**src/rtl/calculate_checksum_pkg.sv**
```systemverilog
// Shared NoC flit types and checksum widths.
package calculate_checksum_pkg;

    localparam int unsigned CHECKSUM_WIDTH = 8;

    typedef logic [CHECKSUM_WIDTH-1:0] checksum_t;

    typedef enum logic [1:0] {
        NOPE,
        HEAD,
        BODY,
        TAIL
    } flittype_t;

    typedef logic [9:0] flit_id_t;

    typedef struct packed {
        flittype_t  flit_type;
        logic [3:0] src;
        logic [3:0] dst;
        flit_id_t   id;
    } header_t;

    typedef struct packed {
        logic [31:0] reserved;
    } payload_nope_t;

    typedef union packed {
        logic [31:0]   raw;
        payload_nope_t nope;
    } payload_t;

    typedef struct packed {
        header_t   header;
        payload_t  payload;
        checksum_t checksum;
    } flit_t;

    // Header is 20 bits, so the data word is not byte-aligned and gets MSB zero padding.
    localparam int unsigned DATA_WIDTH = $bits(header_t) + $bits(payload_t);

endpackage

```
**src/rtl/calculate_checksum_if.sv**
```systemverilog
// Flit in / checksum results bundle for the checksum generator/checker.
interface calculate_checksum_if;
    import calculate_checksum_pkg::*;

    flit_t     flit_in;
    logic      flit_in_vld;
    checksum_t checksum;
    logic      is_valid;
    flit_t     flit_out;
    checksum_t checksum_q;
    logic      is_valid_q;
    flit_t     flit_out_q;
    logic      vld_q;

    modport master (
        output flit_in,
        output flit_in_vld,
        input  checksum,
        input  is_valid,
        input  flit_out,
        input  checksum_q,
        input  is_valid_q,
        input  flit_out_q,
        input  vld_q
    );

    modport slave (
        input  flit_in,
        input  flit_in_vld,
        output checksum,
        output is_valid,
        output flit_out,
        output checksum_q,
        output is_valid_q,
        output flit_out_q,
        output vld_q
    );

endinterface

```
**src/rtl/calculate_checksum_xor_reduce.sv**
```systemverilog
// Byte-wise XOR reduction over a packed vector of arbitrary width (MSB zero-padded).
module checksum_xor_reduce #(
    parameter int unsigned Width = 8
) (
    input  logic [Width-1:0] data,
    output logic [7:0]       result
);

    localparam int unsigned NumBytes = (Width + 7) / 8;

    logic [NumBytes*8-1:0] padded;

    always_comb begin
        padded = '0;
        padded[Width-1:0] = data;
        result = 8'h00;
        for (int unsigned i = 0; i < NumBytes; i++) begin
            result = result ^ padded[i*8 +: 8];
        end
    end

endmodule

```
**src/rtl/calculate_checksum.sv**
```systemverilog
// Flit checksum generator/checker with a combinational result and a registered copy.
module calculate_checksum
    import calculate_checksum_pkg::*;
(
    input logic               clk,
    input logic               nrst,
    calculate_checksum_if.slave bus
);

    logic [DATA_WIDTH-1:0] data;
    checksum_t             sum;

    // Checksum field is excluded from the data word.
    assign data = {bus.flit_in.header, bus.flit_in.payload};

    checksum_xor_reduce #(
        .Width (DATA_WIDTH)
    ) u_xor_reduce (
        .data   (data),
        .result (sum)
    );

    assign bus.checksum = sum;
    assign bus.is_valid = (bus.flit_in.checksum == sum);

    always_comb begin
        bus.flit_out          = bus.flit_in;
        bus.flit_out.checksum = sum;
    end

    always_ff @(posedge clk or negedge nrst) begin
        if (!nrst) begin
            bus.vld_q      <= 1'b0;
            bus.checksum_q <= '0;
            bus.is_valid_q <= 1'b0;
            bus.flit_out_q <= '0;
        end else begin
            bus.vld_q <= bus.flit_in_vld;
            if (bus.flit_in_vld) begin
                bus.checksum_q <= sum;
                bus.is_valid_q <= bus.is_valid;
                bus.flit_out_q <= bus.flit_out;
            end
        end
    end

endmodule

```
**src/flat_wrapper.sv**
```systemverilog
// flat-port wrapper written by rule: the top's interface ports become plain ports
module calculate_checksum_flat import calculate_checksum_pkg::*;
  (clk, nrst, bus_flit_in, bus_flit_in_vld, bus_checksum, bus_is_valid, bus_flit_out, bus_checksum_q, bus_is_valid_q, bus_flit_out_q, bus_vld_q);
  calculate_checksum_if bus_i ();
  input logic clk;
  input logic nrst;
  input wire logic [$bits(bus_i.flit_in)-1:0] bus_flit_in;
  input wire logic [$bits(bus_i.flit_in_vld)-1:0] bus_flit_in_vld;
  output wire logic [$bits(bus_i.checksum)-1:0] bus_checksum;
  output wire logic [$bits(bus_i.is_valid)-1:0] bus_is_valid;
  output wire logic [$bits(bus_i.flit_out)-1:0] bus_flit_out;
  output wire logic [$bits(bus_i.checksum_q)-1:0] bus_checksum_q;
  output wire logic [$bits(bus_i.is_valid_q)-1:0] bus_is_valid_q;
  output wire logic [$bits(bus_i.flit_out_q)-1:0] bus_flit_out_q;
  output wire logic [$bits(bus_i.vld_q)-1:0] bus_vld_q;
  assign bus_i.flit_in = bus_flit_in;
  assign bus_i.flit_in_vld = bus_flit_in_vld;
  assign bus_checksum = bus_i.checksum;
  assign bus_is_valid = bus_i.is_valid;
  assign bus_flit_out = bus_i.flit_out;
  assign bus_checksum_q = bus_i.checksum_q;
  assign bus_is_valid_q = bus_i.is_valid_q;
  assign bus_flit_out_q = bus_i.flit_out_q;
  assign bus_vld_q = bus_i.vld_q;
  calculate_checksum u_core (.clk(clk), .nrst(nrst), .bus(bus_i));
endmodule
```
**config.mk**
```make
export PLATFORM = sky130hd
export DESIGN_NAME = calculate_checksum_flat
export DESIGN_NICKNAME = d
export VERILOG_FILES = /design/src/rtl/calculate_checksum_pkg.sv /design/src/rtl/calculate_checksum_if.sv /design/src/rtl/calculate_checksum_xor_reduce.sv /design/src/rtl/calculate_checksum.sv /design/src/flat_wrapper.sv
export SDC_FILE = /design/constraint.sdc
export NUM_CORES = 1
export LEC_CHECK = 0
export BUFFER_PORTS_ARGS = -buffer_cell sky130_fd_sc_hd__buf_4
export CORE_MARGIN = 10
export CORE_UTILIZATION = 47
export CTS_CLUSTER_DIAMETER = 40
export DETAILED_ROUTE_END_ITERATION = 12
export GPL_TIMING_DRIVEN = 1
export PLACE_DENSITY = 0.83
export SETUP_SLACK_MARGIN = 0.02
export SLEW_MARGIN = 20
export SYNTH_ARGS = -nofsm -noshare
export SYNTH_HDL_FRONTEND = slang
export SYNTH_SLANG_ARGS = --single-unit
```
**constraint.sdc**
```tcl
create_clock -name clk -period 2.15 [get_ports clk]
set_input_delay 0 -clock clk [delete_from_list [all_inputs] [get_ports clk]]
set_output_delay 0 -clock clk [all_outputs]
set_load 0.01 [all_outputs]
```
# Word-level counts from Yosys, hierarchy flattened
# Cells that the tools add are included.
# Widths: inputs -> output; s select.
[word_totals] word_cells=15 register_bits=62 output_inout_bits=139
[classes] bitwise=6 n_eq_ne=1
[ops] operator="$xor 8x8->8" n=5
[ops] operator="$eq 8x8->1" n=1
[ops] operator="$xor 8x4->8" n=1

# Logic depth before layout (Yosys ltp)
[logic_depth] depth_word=7 depth_mapped=5 ltp_nobuf=5

# By module
# Synthesis repeated with hierarchy kept, for this count alone.
[hier_totals] cells_unflattened=243 area_unflattened_um2=3368.2
[modules_own_cells] module="calculate_checksum" n_inst=1 cells_each=211 seq_area_each_um2=1551.5 area_each_um2=2922.8
[modules_own_cells] module="checksum_xor_reduce" n_inst=1 cells_each=32 seq_area_each_um2=0.0 area_each_um2=445.4

# Worst setup path before layout
# OpenSTA, ideal clock, no wires.
[synth_path] path_kind="input port to output port" startpoint="in bus_flit_in[51]" endpoint="out bus_is_valid" path_slack_ps=869 cell_stages=5 required_time_ps=2150 t_arrival_ps=1281 cell_sequence="xnor2_1 > xnor2_2 > xnor3_1 > nor4_2 > and4_1"
[synth_between] elab_chain_len=3
[synth_rtl] element="from (decl)" line="flat_wrapper.sv:7" text="input wire logic [$bits(bus_i.flit_in)-1:0] bus_flit_in;"
[synth_rtl] element="$xor 8x8->8" line="calculate_checksum_xor_reduce.sv:18" text="result = result ^ padded[i*8 +: 8];"
[synth_rtl] element="$xor 8x4->8" line="calculate_checksum_xor_reduce.sv:18"
[synth_rtl] element="$eq 8x8->1" line="calculate_checksum.sv:24" text="assign bus.is_valid = (bus.flit_in.checksum == sum);"
[synth_rtl] element="to (decl)" line="flat_wrapper.sv:10" text="output wire logic [$bits(bus_i.is_valid)-1:0] bus_is_valid;"
# No other way between the ends.

# Worst setup path after layout
[layout_path] startpoint="in bus_flit_in[19]" endpoint="out bus_is_valid"
[layout_between] elab_chain_len=7
[layout_rtl] element="$xor 8x8->8 (5 in a row)" line="calculate_checksum_xor_reduce.sv:18"
[layout_rtl] element="$xor 8x4->8" line="calculate_checksum_xor_reduce.sv:18"
[layout_rtl] element="$eq 8x8->1" line="calculate_checksum.sv:24"
# No other way between the ends.

==> run metrics <==
status completed; Yosys cell types 18; largest net degree at the start of global routing 67; M2 GR Usage 0.3330; row count 30; max-cap violation count 0; Pint 2.612 mW; clk_lat worst skew 0.32 ns; largest family of logic cells by synthesized area multiplexers; vias per cell 4.596; CTS buffer count 9; grt ovf 0; total of warnings raised by yosys 0; P&R area growth vs syn 55.22%; area leader, netlist dfrtp_1; RSZ-0062 raised after global routing false; start-to-end type of the worst setup path in -> out; Final Non-Filler Cells 554; nets 516; Final Max Tran Viols 0; LEAKAGE 2.526 nW; CP endpoint kind output pin; Post-DP HPWL between 7000 and 8000 um; Worst R2R Start u_core.bus.is_valid_q$_DFFE_PN0P_; first-pass GRT wire length 16730 um; worst hold stages 3; VDD IR max approximately 0.00058 V; Net Sw Frac 0.3193; power density over the cells 737.3 nW/um^2; worst min path class in -> reg; met3 usage 0.1022; number of global-route vias before repair 2976; min Tclk post-route 1.993 ns; Period Utilization, post-route 0.9268; Post-Synth XOR/XNOR Area 0.1597; Final ANT Viol Nets 0; pre-CTS WS approximately 0.42 ns; TritonCTS clock tree yes; Synth top area share 0.4627; core footprint roughly 6900 um^2; Max Root-Sink Buffers 2; switching power of the nets 1.225 mW; Initial Utilization 0.4882; Ant. Diodes 0; critical path launch point type input port; Post-Place Cells slightly below 500; first-pass iteration count of the detailed router 4; syn avg cell area approximately 13 um^2; Clock Skew 0 ns; Seq pwr share 0.369; met1 Track Usage GR 0.1967; root buf cell clkbuf_8; setup TNS 0 ns; I/O Pins between 200 and 250; fin util 0.7577; mapped cell area ~3400 um^2; clock power share 0.227; crit path launch bus_flit_in[19]; Reg clk slew, reported paths 0.07 ns; count of input and output buffers 201; placer congestion estimate 0.7359; Max Clk Rate 501.8 MHz; reg2reg path depth 2; final WL 10640 um; # DRC 0; total clock sinks 62; crit path DAT 1.99 ns; headroom to the max-slew limit 0.4568; ranking of synthesized cells by area dfrtp_1 46%, mux2_2 19%, buf_4 15%, xnor2_1 9.7%, xnor3_1 3.4%; Synth Net Count 323; initial antenna violation count 0; GR peak layer met2; mux cell area share after synthesis 0.1881; depth of the CTS H-tree 3; worst-margin pin slew 0.8148 ns; die area 10910 um^2; setup ws final between 0.15 and 0.2 ns; FF+latch count, synth 62; final hold viol count 0; wire per inst 19.20 um; Chip Width 104.5 um; hold path startpoint bus_flit_in[2]; Seq/Total Area, Yosys 0.4627; ratio of cells with drive above 1 in the final layout 0.6201; logic gate share of total power 0.404; Detailed Route Iter0 Violations 53; adder-cell share of the synthesized area 0; Synth Area in Compound Gates 0.008955; via count 2546; Synth Instances 260; WP data required 2.15 ns; CP max FO 3; Overall Global Routing Usage 0.1905; Die H 104.5 um; # setup viols final 0; Simple-Gate Fraction of Synth Area 0.01604
## metal layers
layer,up-vias,part of all wire
li1,1176,-
met1,1228,0.36
met2,135,0.52
met3,7,0.12
met4,0,0.0065
met5,-,0
## worst paths after layout
check	slack, ns	end
max in group asynchronous	1.34	u_core.bus.flit_out_q[30]$_DFFE_PN0P_
min	0.04	u_core.bus.is_valid_q$_DFFE_PN0P_
min reg2reg	0.51	u_core.bus.flit_out_q[11]$_DFFE_PN0P_
max	0.16	bus_is_valid
min in group asynchronous	0.28	u_core.bus.flit_out_q[13]$_DFFE_PN0P_
max reg2reg	1.31	u_core.bus.is_valid_q$_DFFE_PN0P_
## power by group through the flow
stage,logic [mW],clock network [mW],registers (mW)
2_1_floorplan,0.752,0,1.49
3_3_place_gp,1.42,0,1.42
3_5_place_dp,1.44,0,1.43
4_1_cts,1.52,0.895,1.41
5_1_grt,1.66,0.959,1.44
6_report,1.55,0.872,1.41
## cell usage after synthesis
library cell,instances
xnor3_1,5
nor2_1,5
xor2_1,3
buf_1,3
xor3_1,1
a41o_1,1
mux2_2,56
a21oi_1,4
buf_4,68
dfrtp_1,62
clkbuf_1,4
xnor2_1,37
xnor2_2,3
nor3b_1,1
nor2b_1,1
nor4_2,1
inv_1,4
and4_1,1
## area by class of cell
cell class / count / area (um^2)
tap: 96 / 120.1
timing repair buffer: 257 / 2062
inverter: 4 / 15.01
clock inverter: 5 / 25.02
fill: 458 / 1664
multi-input combinational: 119 / 1290
clock buffer: 11 / 141.4
sequential: 62 / 1551
## through the flow
step | cell area [um^2] | power [mW] | hold slack (ns)
floorplan | 3353 | 2.241 | -0.2956
global placement | 4453 | 2.840 | 0.1327
detailed placement | 4453 | 2.871 | 0.1346
CTS | 5150 | 3.825 | 0.02962
global route | 5205 | 4.054 | 0.06138
finish | 5205 | 3.838 | 0.03739
## logic make-up after synthesis
family	Yosys count
compound gates	5
xor+xnor	49
buf+inv	79
flops	62
mux	56
simple gates	9
## registers in the layout, indices dropped and copies added (netlist names)
name,count
u_core.bus.vld_q,1
u_core.bus.is_valid_q,1
u_core.bus.flit_out_q,60
## layout by cell type (no fill, tap or decap)
| cell type | instances |
|---|---|
| clkbuf_1 | 1 |
| and4_1 | 1 |
| buf_4 | 204 |
| a41o_1 | 1 |
| xnor2_1 | 33 |
| inv_1 | 4 |
| dlygate4sd3_1 | 53 |
| clkinv_2 | 5 |
| xnor2_2 | 7 |
| nor3b_1 | 1 |
| nor2b_1 | 1 |
| a21oi_1 | 4 |
| mux2_2 | 56 |
| nor2_1 | 5 |
| dfrtp_1 | 62 |
| xor3_2 | 1 |
| xnor3_1 | 5 |
| xor2_1 | 3 |
| nor4_4 | 1 |
| clkbuf_8 | 10 |
## critical path, stage by stage
cell and delay [ns]:
dlygate4sd3_1 0.56, buf_4 0.16, xnor2_1 0.27, xnor3_1 0.31
nor4_4 0.33, and4_1 0.23, buf_4 0.13
## timing repair
action	4_1_cts	5_1_grt
hold endpoints to repair	114	0
setup endpoints to repair	0	1
gates resized for setup	0	6
buffers inserted	0	2
hold buffers	53	0
No activity file was read; power rests on OpenSTA's default activity.
